File: config.mk
export PLATFORM = sky130hd
export DESIGN_NAME = mem_init_loader
export DESIGN_NICKNAME = d
export VERILOG_FILES = /design/src/rtl/mem_init_loader.sv
export SDC_FILE = /design/constraint.sdc
export NUM_CORES = 1
export LEC_CHECK = 0
export CORE_UTILIZATION = 30
export DETAILED_ROUTE_END_ITERATION = 8
export RECOVER_POWER = 100
export SLEW_MARGIN = 30
export SYNTH_ARGS = -nofsm -noshare
export SYNTH_HDL_FRONTEND = slang
export SYNTH_SLANG_ARGS = --single-unit
File: constraint.sdc
create_clock -name clk -period 4.2 [get_ports clk]
set_input_delay 0.42 -clock clk [delete_from_list [all_inputs] [get_ports clk]]
set_output_delay 0.42 -clock clk [all_outputs]
set_load 0.1 [all_outputs]
File: src/rtl/mem_init_loader.sv
// Streams a data-memory image into the datapath init port while the core is held in reset,
// then releases the core after a programmable settle interval.
module mem_init_loader #(
  parameter int unsigned HOLD_CYCLES = 4
) (
  input  logic        clk,
  input  logic        reset,
  input  logic        start,
  input  logic [7:0]  base_addr,
  input  logic [8:0]  word_count,
  input  logic        s_valid,
  input  logic [31:0] s_data,
  input  logic        s_last,
  output logic        s_ready,
  output logic        data_init_write_enable,
  output logic [7:0]  data_init_addr,
  output logic [31:0] data_init_data,
  output logic        cpu_reset,
  output logic        busy,
  output logic        done,
  output logic        error
);

  typedef enum logic [1:0] {
    IDLE,
    LOAD,
    HOLD,
    RUN
  } state_t;

  localparam logic [7:0] HOLD_LAST = 8'(HOLD_CYCLES);

  state_t      state;
  state_t      state_next;
  logic        armed;
  logic [7:0]  ptr;
  logic [8:0]  remaining;
  logic [7:0]  hold_cnt;

  logic        can_start;
  logic        start_ok;
  logic        start_bad;
  logic        accept;
  logic        final_beat;
  logic        early_end;

  logic        s_ready_d;
  logic        we_d;
  logic        cpu_reset_d;
  logic        busy_d;
  logic        done_d;
  logic        error_d;

  // The first edge after reset release only arms the loader, so a start seen there is dropped
  assign can_start  = armed && start && ((state == IDLE) || (state == RUN));
  assign start_ok   = can_start && (word_count != 9'd0);
  assign start_bad  = can_start && (word_count == 9'd0);
  assign accept     = (state == LOAD) && s_valid;
  assign final_beat = accept && (remaining == 9'd1);
  assign early_end  = accept && s_last && (remaining > 9'd1);

  always_comb begin
    state_next = state;
    unique case (state)
      IDLE, RUN: begin
        if (start_ok) begin
          state_next = LOAD;
        end else if (start_bad) begin
          state_next = IDLE;
        end
      end
      LOAD: begin
        if (final_beat) begin
          state_next = HOLD;
        end else if (early_end) begin
          state_next = IDLE;
        end
      end
      HOLD: begin
        if (hold_cnt == HOLD_LAST) begin
          state_next = RUN;
        end
      end
      default: state_next = IDLE;
    endcase
  end

  // Status outputs are registered copies of the state being entered
  always_comb begin
    s_ready_d   = (state_next == LOAD);
    busy_d      = (state_next == LOAD) || (state_next == HOLD);
    done_d      = (state_next == RUN);
    cpu_reset_d = (state_next != RUN);
    we_d        = accept && !early_end;
    error_d     = error;
    if (start_ok) begin
      error_d = 1'b0;
    end else if (start_bad || early_end) begin
      error_d = 1'b1;
    end
  end

  always_ff @(posedge clk or negedge reset) begin
    if (!reset) begin
      state                  <= IDLE;
      armed                  <= 1'b0;
      ptr                    <= 8'd0;
      remaining              <= 9'd0;
      hold_cnt               <= 8'd0;
      s_ready                <= 1'b0;
      data_init_write_enable <= 1'b0;
      data_init_addr         <= 8'd0;
      data_init_data         <= 32'd0;
      cpu_reset              <= 1'b1;
      busy                   <= 1'b0;
      done                   <= 1'b0;
      error                  <= 1'b0;
    end else begin
      state                  <= state_next;
      armed                  <= 1'b1;
      s_ready                <= s_ready_d;
      data_init_write_enable <= we_d;
      cpu_reset              <= cpu_reset_d;
      busy                   <= busy_d;
      done                   <= done_d;
      error                  <= error_d;
      if (we_d) begin
        data_init_addr <= ptr;
        data_init_data <= s_data;
      end
      if (start_ok) begin
        ptr       <= base_addr;
        remaining <= word_count;
      end else if (accept) begin
        ptr       <= ptr + 8'd1;
        remaining <= remaining - 9'd1;
      end
      // Zero in the strobe cycle, so RUN begins HOLD_CYCLES cycles after the final strobe ends
      hold_cnt <= (state == HOLD) ? hold_cnt + 8'd1 : 8'd0;
    end
  end

endmodule

==> results of run 1 <==
==> flip-flops by register name, indices dropped and copies added (netlist names) <==
| signal | count |
|---|---|
| done | 1 |
| data_init_write_enable | 1 |
| remaining | 9 |
| hold_cnt | 8 |
| busy | 1 |
| data_init_addr | 8 |
| s_ready | 1 |
| error | 1 |
| ptr | 8 |
| data_init_data | 32 |
| armed | 1 |
| cpu_reset | 1 |
| state | 2 |
==> per-layer routing <==
layer	routed length (um)	part of all wire, %	GRT usage, %
met5	0	0	0
met4	62	0.85	3.76
met3	341	4.7	3.77
met2	3300	45	20.3
met1	3600	49	18.2
==> cells by family (layout without fill, tap and decap cells) <==
group / after synthesis / in the layout
AND/OR/NAND/NOR: 71 / 71
other: 1 / 1
XOR/XNOR: 21 / 21
multiplexers: 41 / 41
flip-flops: 74 / 74
buffers and inverters: 20 / 125
adder cells (fa/ha/maj): 10 / 10
AO/OA/AOI/OAI: 31 / 31
==> final cells by class <==
class	count	area (um^2)	share of cell area, %
Clock buffer	10	239	5.04
Clock inverter	6	90.1	1.90
Inverter	10	37.5	0.792
Multi-Input combinational cell	175	1350	28.5
Sequential cell	74	1850	39.1
Tap cell	140	175	3.70
Timing Repair Buffer	99	992	20.9
==> worst min path at each step <==
stage / endpoint / slack [ns] / cells past startpoint
after floorplan: armed / 0.12 / 0
after global placement: hold_cnt[0] / 0.47 / 1
after detailed placement: hold_cnt[0] / 0.47 / 1
after CTS: data_init_data[11] / 0.27 / 1
after global routing: data_init_data[11] / 0.16 / 1
final: data_init_data[11] / 0.11 / 1
==> critical path, stage by stage (launching register included) <==
cell	delay, ns
dfrtp_1	0.42
inv_1	0.10
ha_1	0.24
and2_0	0.66
nand4_1	0.23
a21oi_1	0.28
a311o_1	0.18
ha_1	0.23
==> metrics by stage <==
step | setup slack [ns] | instance area [um^2] | utilization, %
4_1_cts | 1.80 | 4880 | 44.2
6_report | 1.74 | 4740 | 43.0
3_5_place_dp | 1.72 | 4550 | 41.3
5_1_grt | 1.59 | 4740 | 43.0
2_1_floorplan | 2.11 | 3440 | -
3_3_place_gp | 1.77 | 4540 | 41.2
==> layout by cell type, fill, tap and decap left out, drive strengths merged <==
master and instances:
or4 1, mux2 40, and2 2, bufinv 2, a311oi 2, clkbuf 10, dfstp 1, xnor2 5
xor2 16, nor2 14, a21oi 4, and3 4, conb 1, inv 10, o21ai 18, nand4 8
nor4 4, a31oi 2, nand3 9, dfrtp 73, o31ai 1, nand2 24, dlygate4sd3 46, buf 1
mux2i 1, nor2b 1, clkdlybuf4s50 52, nor3 2, nand4b 1, clkinvlp 1, a21o 1, clkinv 3
o21bai 1, ha 10, and4 1, a311o 2
==> results.cfg, run 1 <==
[logic_synthesis]
synth.most_common_cell = dfrtp_1
synth-seq-cells = 74
synth_mux_area_share_pct = 17.6
synthArstFlopShare_pct = 100
synth_top_family_by_area = multiplexers
synth_compound_area_share_pct = 5.52
synth-xor-area-share_pct = 5.34
synth_cell_types = 36
syn_area_per_cell_um2 = 12.8
synth_top_area_share_pct = 53.1
synth_top_area_cell = dfrtp_1
synth_area_um2 = 3440
synth_common_cells = dfrtp_1, mux2_4, nand2_1
synth_area_leaders = dfrtp_1, mux2_4, xor2_1
netlist_instances = 269
yosysWarnings = 0
syn-num-nets = 333
synthAdderAreaFrac_pct = 3.63
synth-simple-area-share_pct = 10.8
synth-edff-count = 0
synth_flop_cell = dfrtp_1
synth-seq-area-share_pct = 53.8

[final_layout]
fill_cells = 1109
antenna_cells = 0
layout-drive-gt1-share_pct = 6.42
final-instance-count-excl-fill = 514
nets = 433
syn2layout_area_growth_pct = 37.6

[clocking]
cts_tree = built
clockRootBuffer = clkbuf_16
cts_resized = 0
cts_setup_buffers = 0
ctsHoldBuffers = 0
ctsLongestPathBuffers = 2
clock_sinks = 74
path_clk_slew_ns = 0.06
cts_buffers = 9
htree_num_levels = 3
insertion_delay_ns = 0.33

[setup_path]
critPathKind = reg2reg
required_ns = 4.41
r2r_start = state[1]
crit_arrival_ns = 2.68
reg2regPathDepth = 7
end_kind = flip-flop
r2r-end = busy
cp-endpoint = busy
crit_path_start_kind = flip-flop
startpoint = state[1]
path_max_fanout = 13
ff2ff_setup_slack_ns = 1.74

[sta]
slew_violations = 0
finalSetupViolations = 0
max_freq_ghz = 0.406
finClkSkew_ns = 0.00805
tightest_slew_ns = 1.02
hold_violations = 0
fin_crit_sh_pct = 58.6
slew_headroom_pct = 31.8
hold_slack_ns = 0.107
rsz0062_at_grt = false
finalCriticalPeriod_ns = 2.46
tns_ns = 0

[die]
floorplan.initialDensity_pct = 31.2
rows = 38
die_area_um2 = 11900
core-area_um2 = 11000
fp.dieW_um = 109
io_pins = 100
die_h_um = 109

[routing]
drt_iter0_markers = 86
routed_wirelength_mm = 7.31
wl_per_cell_um = 14.2
drcViolationCount = 0
drt_first_pass_iters = 4
routed_via_density = 4.58
vias = 2356
antenna_left = 0

[global_routing]
grt_pass1_wl_mm = 11.9
grt-ovfl-total = 0
antenna_found_initial = 0
grt_util_all_layers_pct = 13.3
grt_pass1_vias = 2377
grt_start_max_net_pins = 75

[placed_design]
port_buffers = 99
gp_congestion = 0.811
place_inst = 498
hpwl_mm = 5.06

[job]
drv_cap = 0

[outcome]
outcome = finished, final reports clean

[hold_path]
min_path_type = in2async
Power of run 1 is left out: the tool's default activity adds up to more than one toggle a clock period on the data nets, which glitch-free logic cannot reach.
==> run 2: changes to the inputs <==
clock period = 1.98 ns   (was 4.2 ns; I/O delays follow)
==> results.cfg, run 2 (synthesis results as in run 1) <==
[outcome]
outcome = finished, final reports clean

[global_routing]
antenna_found_initial = 0
grt_pass1_wl_mm = 12.1
grt-ovfl-total = 0
grt_start_max_net_pins = 32
grt_util_all_layers_pct = 13.4
grt_pass1_vias = 2515

[setup_path]
crit_path_start_kind = flip-flop
required_ns = 2.19
crit_chain = inv_1, ha_1, and2_1, nand4_1, a21oi_2, a311o_1, ha_1
path_common_cell = ha_1
max_stage_delay_ns = 0.41
r2r_start = state[1]
ff2ff_setup_slack_ns = 0.09
critPathKind = reg2reg
path_max_fanout = 5
r2r-end = busy
crit_arrival_ns = 2.10
slowest_stage = dfrtp_1
reg2regPathDepth = 7
end_kind = flip-flop

[final_layout]
layout_common_cells = dfrtp_1, clkdlybuf4s50_1, clkbuf_2
final-instance-count-excl-fill = 532
final_common_cell = dfrtp_1
antenna_cells = 0
reg_top3 = data_init_data x32, remaining x9
syn2layout_area_growth_pct = 40.3
largest_reg_flops = 32
layout-drive-gt1-share_pct = 33.2
regMostFlops = data_init_data
fill_cells = 1055
nets = 452

[clocking]
clock_sinks = 74
cts_buffers = 9
path_clk_slew_ns = 0.06
htree_num_levels = 3
clockRootBuffer = clkbuf_16
ctsLongestPathBuffers = 2
cts_tree = built
insertion_delay_ns = 0.33

[routing]
routed_wirelength_mm = 7.55
wl_per_cell_um = 14.2
drcViolationCount = 0
drt_iter0_markers = 77
drt_first_pass_iters = 4
routed_via_density = 4.62
vias = 2459
antenna_left = 0

[sta]
tns_ns = 0
finalSetupViolations = 0
finClkSkew_ns = 0.00920
fin_crit_sh_pct = 95.5
hold_violations = 0
setup_ws_ns = 0.0895
finalCriticalPeriod_ns = 1.89
max_freq_ghz = 0.529
slew_violations = 0
tightest_slew_ns = 0.719
slew_headroom_pct = 52.0

[placed_design]
gp_congestion = 0.780
post-place-ws_ns = 0.0328
hpwl_mm = 5.57
port_buffers = 99
place_inst = 512

[die]
rows = 38
die_area_um2 = 11900
core-area_um2 = 11000
io_pins = 100
die_h_um = 109
fp.dieW_um = 109
floorplan.initialDensity_pct = 31.2

[job]
drv_cap = 0

[hold_path]
min_from = base_addr[4]
min_path_type = in2reg
holdPathEnd = ptr[4]
hold_depth = 3
run 2: cell count changes in the layout (fill, tap and decap cells not counted), moves of 2 or more:
| cell | change |
|---|---|
| mux2_1 | -39 |
| buf_12 | +3 |
| buf_4 | +12 |
| a21oi_1 | -2 |
| mux2_4 | +39 |
| dlygate4sd3_1 | -45 |
| a21oi_2 | +2 |
| clkbuf_2 | +49 |
run 2: layout make-up:
type | instances | area (um^2) | share of cell area [%]
Clock buffer | 9 | 225 | 4.66
Clock inverter | 6 | 92.6 | 1.92
Inverter | 10 | 37.5 | 0.777
Multi-Input combinational cell | 175 | 1520 | 31.4
Sequential cell | 74 | 1850 | 38.4
Tap cell | 140 | 175 | 3.63
Timing Repair Buffer | 118 | 930 | 19.2
run 2: how the worst max path moves through the flow:
stage	cells after the start	slack, ns	from	endpoint
6_report	7	0.09	state[1]	busy
5_1_grt	7	-0.02	state[1]	busy
4_1_cts	6	0.06	state[0]	busy
3_5_place_dp	5	0.03	hold_cnt[5]	busy
3_3_place_gp	5	0.05	hold_cnt[5]	busy
2_1_floorplan	8	0.06	state[0]	busy
run 2: repair_timing:
action                                  CTS  global route
hold buffers                              1             0
gates resized for setup                   1             5
buffers inserted                          0             4
pin swaps                                 0             3
cloned                                    0             0
endpoints found under the setup margin    1            14
hold endpoints to repair                 26             0
run 2: through the flow:
stage	util [%]	area (um^2)	hold WS (ns)
2_1_floorplan	-	3450	-0.0976
3_3_place_gp	41.6	4590	0.149
3_5_place_dp	41.6	4590	0.156
4_1_cts	44.6	4920	0.352
5_1_grt	43.8	4830	0.447
6_report	43.8	4830	0.422
run 2: critical path: cells and delay by family (launching register included):
| kind | cells | cell delay [ns] |
|---|---|---|
| fa+ha+maj | 2 | 0.53 |
| flops | 1 | 0.41 |
| compound gates | 2 | 0.40 |
| simple gates | 2 | 0.32 |
| buf+inv | 1 | 0.11 |
run 2: per-layer routing:
metal,GRT usage [%],part of all wire [%]
met3,2.69,5.0
met4,5.50,0.94
met5,0,0
met1,17.5,47
met2,21.6,47
Power of run 2 is left out for the same reason.
==> run 3: changes to the inputs <==
clock period = 2.3 ns   (was 1.98 ns; I/O delays follow)
==> results.cfg, run 3 (synthesis results as in run 1) <==
[outcome]
outcome = finished, final reports clean

[setup_path]
slowest_stage = ha_1
crit_path_start_kind = flip-flop
crit_chain = inv_1, ha_1, and3_1, nor4_2, a311o_1, ha_1
required_ns = 2.51
crit_arrival_ns = 2.34
max_stage_delay_ns = 0.40
path_common_cell = ha_1
end_kind = flip-flop
cp_num_buf_inv = 1
path_delay_family = adder cells
critPathKind = reg2reg
path_max_fanout = 8

[sta]
hold_violations = 0
finClkSkew_ns = 0.00868
rsz0062_at_grt = false
slew_headroom_pct = 20.3
finalSetupViolations = 0
finalCriticalPeriod_ns = 2.12
max_freq_ghz = 0.471
tns_ns = 0
slew_violations = 0
fin_crit_sh_pct = 92.3
tightest_slew_ns = 1.20

[clocking]
clockRootBuffer = clkbuf_16
ctsLongestPathBuffers = 2
cts_buffers = 9
insertion_delay_ns = 0.33
htree_num_levels = 3
clock_sinks = 74
cts_tree = built
path_clk_slew_ns = 0.06

[routing]
drt_iter0_markers = 69
routed_wirelength_mm = 7.32
wl_per_cell_um = 14.1
antenna_left = 0
drt_first_pass_iters = 4
vias = 2417
routed_via_density = 4.66
drcViolationCount = 0

[placed_design]
gp_congestion = 0.820
hpwl_mm = 5.28
port_buffers = 99

[final_layout]
antenna_cells = 0
regMostFlops = data_init_data
reg_top3 = data_init_data x32, remaining x9
syn2layout_area_growth_pct = 29.8
largest_reg_flops = 32
layout_common_cells = dfrtp_1, clkdlybuf4s50_1, clkbuf_1
fill_cells = 1126
layout-drive-gt1-share_pct = 8.18
nets = 439
final_common_cell = dfrtp_1

[hold_path]
min_path_type = in2reg

[die]
floorplan.initialDensity_pct = 31.2
core-area_um2 = 11000
rows = 38
fp.dieW_um = 109
die_area_um2 = 11900
die_h_um = 109
io_pins = 100

[global_routing]
grt_pass1_vias = 2464
grt_start_max_net_pins = 75
antenna_found_initial = 0
grt_util_all_layers_pct = 13.2
grt-ovfl-total = 0
grt_pass1_wl_mm = 11.8

[job]
drv_cap = 0
[run 3: cell types whose count changed in the layout (fill, tap and decap cells not counted), sizes merged]
cell,before,now
buf,15,3
clkinv,2,3
bufinv,2,1
clkinvlp,2,1
[run 3: worst min-delay path, stage by stage]
cell and delay (ns):
clkdlybuf4s50_1 0.40, nand2_1 0.05, o21ai_0 0.06
[run 3: layout make-up]
cell class	count	area [um^2]	area share, %
sequential	74	1850	41.5
multi-input combinational	175	1370	30.7
timing repair buffer	105	746	16.7
clock buffer	10	229	5.12
tap	140	175	3.92
clock inverter	5	56.3	1.26
inverter	10	37.5	0.840
[run 3: timing repair]
action | CTS | global route
gates resized for setup | 0 | 2
hold endpoints to repair | 0 | 59
setup buffers | 0 | 0
endpoints found under the setup margin | 0 | 10
hold buffers | 0 | 1
[run 3: worst paths after layout]
| check | start | to | slack [ns] | cells past startpoint |
|---|---|---|---|---|
| worst max-delay path | state[0] | busy | 0.18 | 6 |
| worst min-delay path | base_addr[0] | ptr[0] | 0.46 | 3 |
| worst max register to register | state[0] | busy | 0.18 | 6 |
| worst min register to register | hold_cnt[0] | hold_cnt[0] | 0.48 | 1 |
| max in group asynchronous | reset | hold_cnt[7] | 1.33 | 2 |
| min in group asynchronous | reset | data_init_data[29] | 0.51 | 2 |
[run 3: stage by stage]
stage               setup WS (ns)  area, um^2  utilization (%)  hold slack, ns  instances
finish                      0.178        4470             40.5           0.461        519
global route               0.0722        4470             40.5           0.485        519
CTS                         0.109        4780             43.3          0.0823        518
detailed placement          0.127        4490             40.7           0.440        503
global placement            0.246        4490             40.7           0.439        503
floorplan                   0.206        3440                -         -0.0656        269
[run 3: routing by layer]
| layer | vias up | GRT usage, % | wire length [um] |
|---|---|---|---|
| li1 | 1157 | - | - |
| met1 | 1169 | 17.2 | 3410 |
| met2 | 78 | 20.2 | 3330 |
| met3 | 13 | 3.65 | 437 |
| met4 | 0 | 5.98 | 142 |
| met5 | - | 0 | 0 |
Power of run 3 is left out for the same reason.
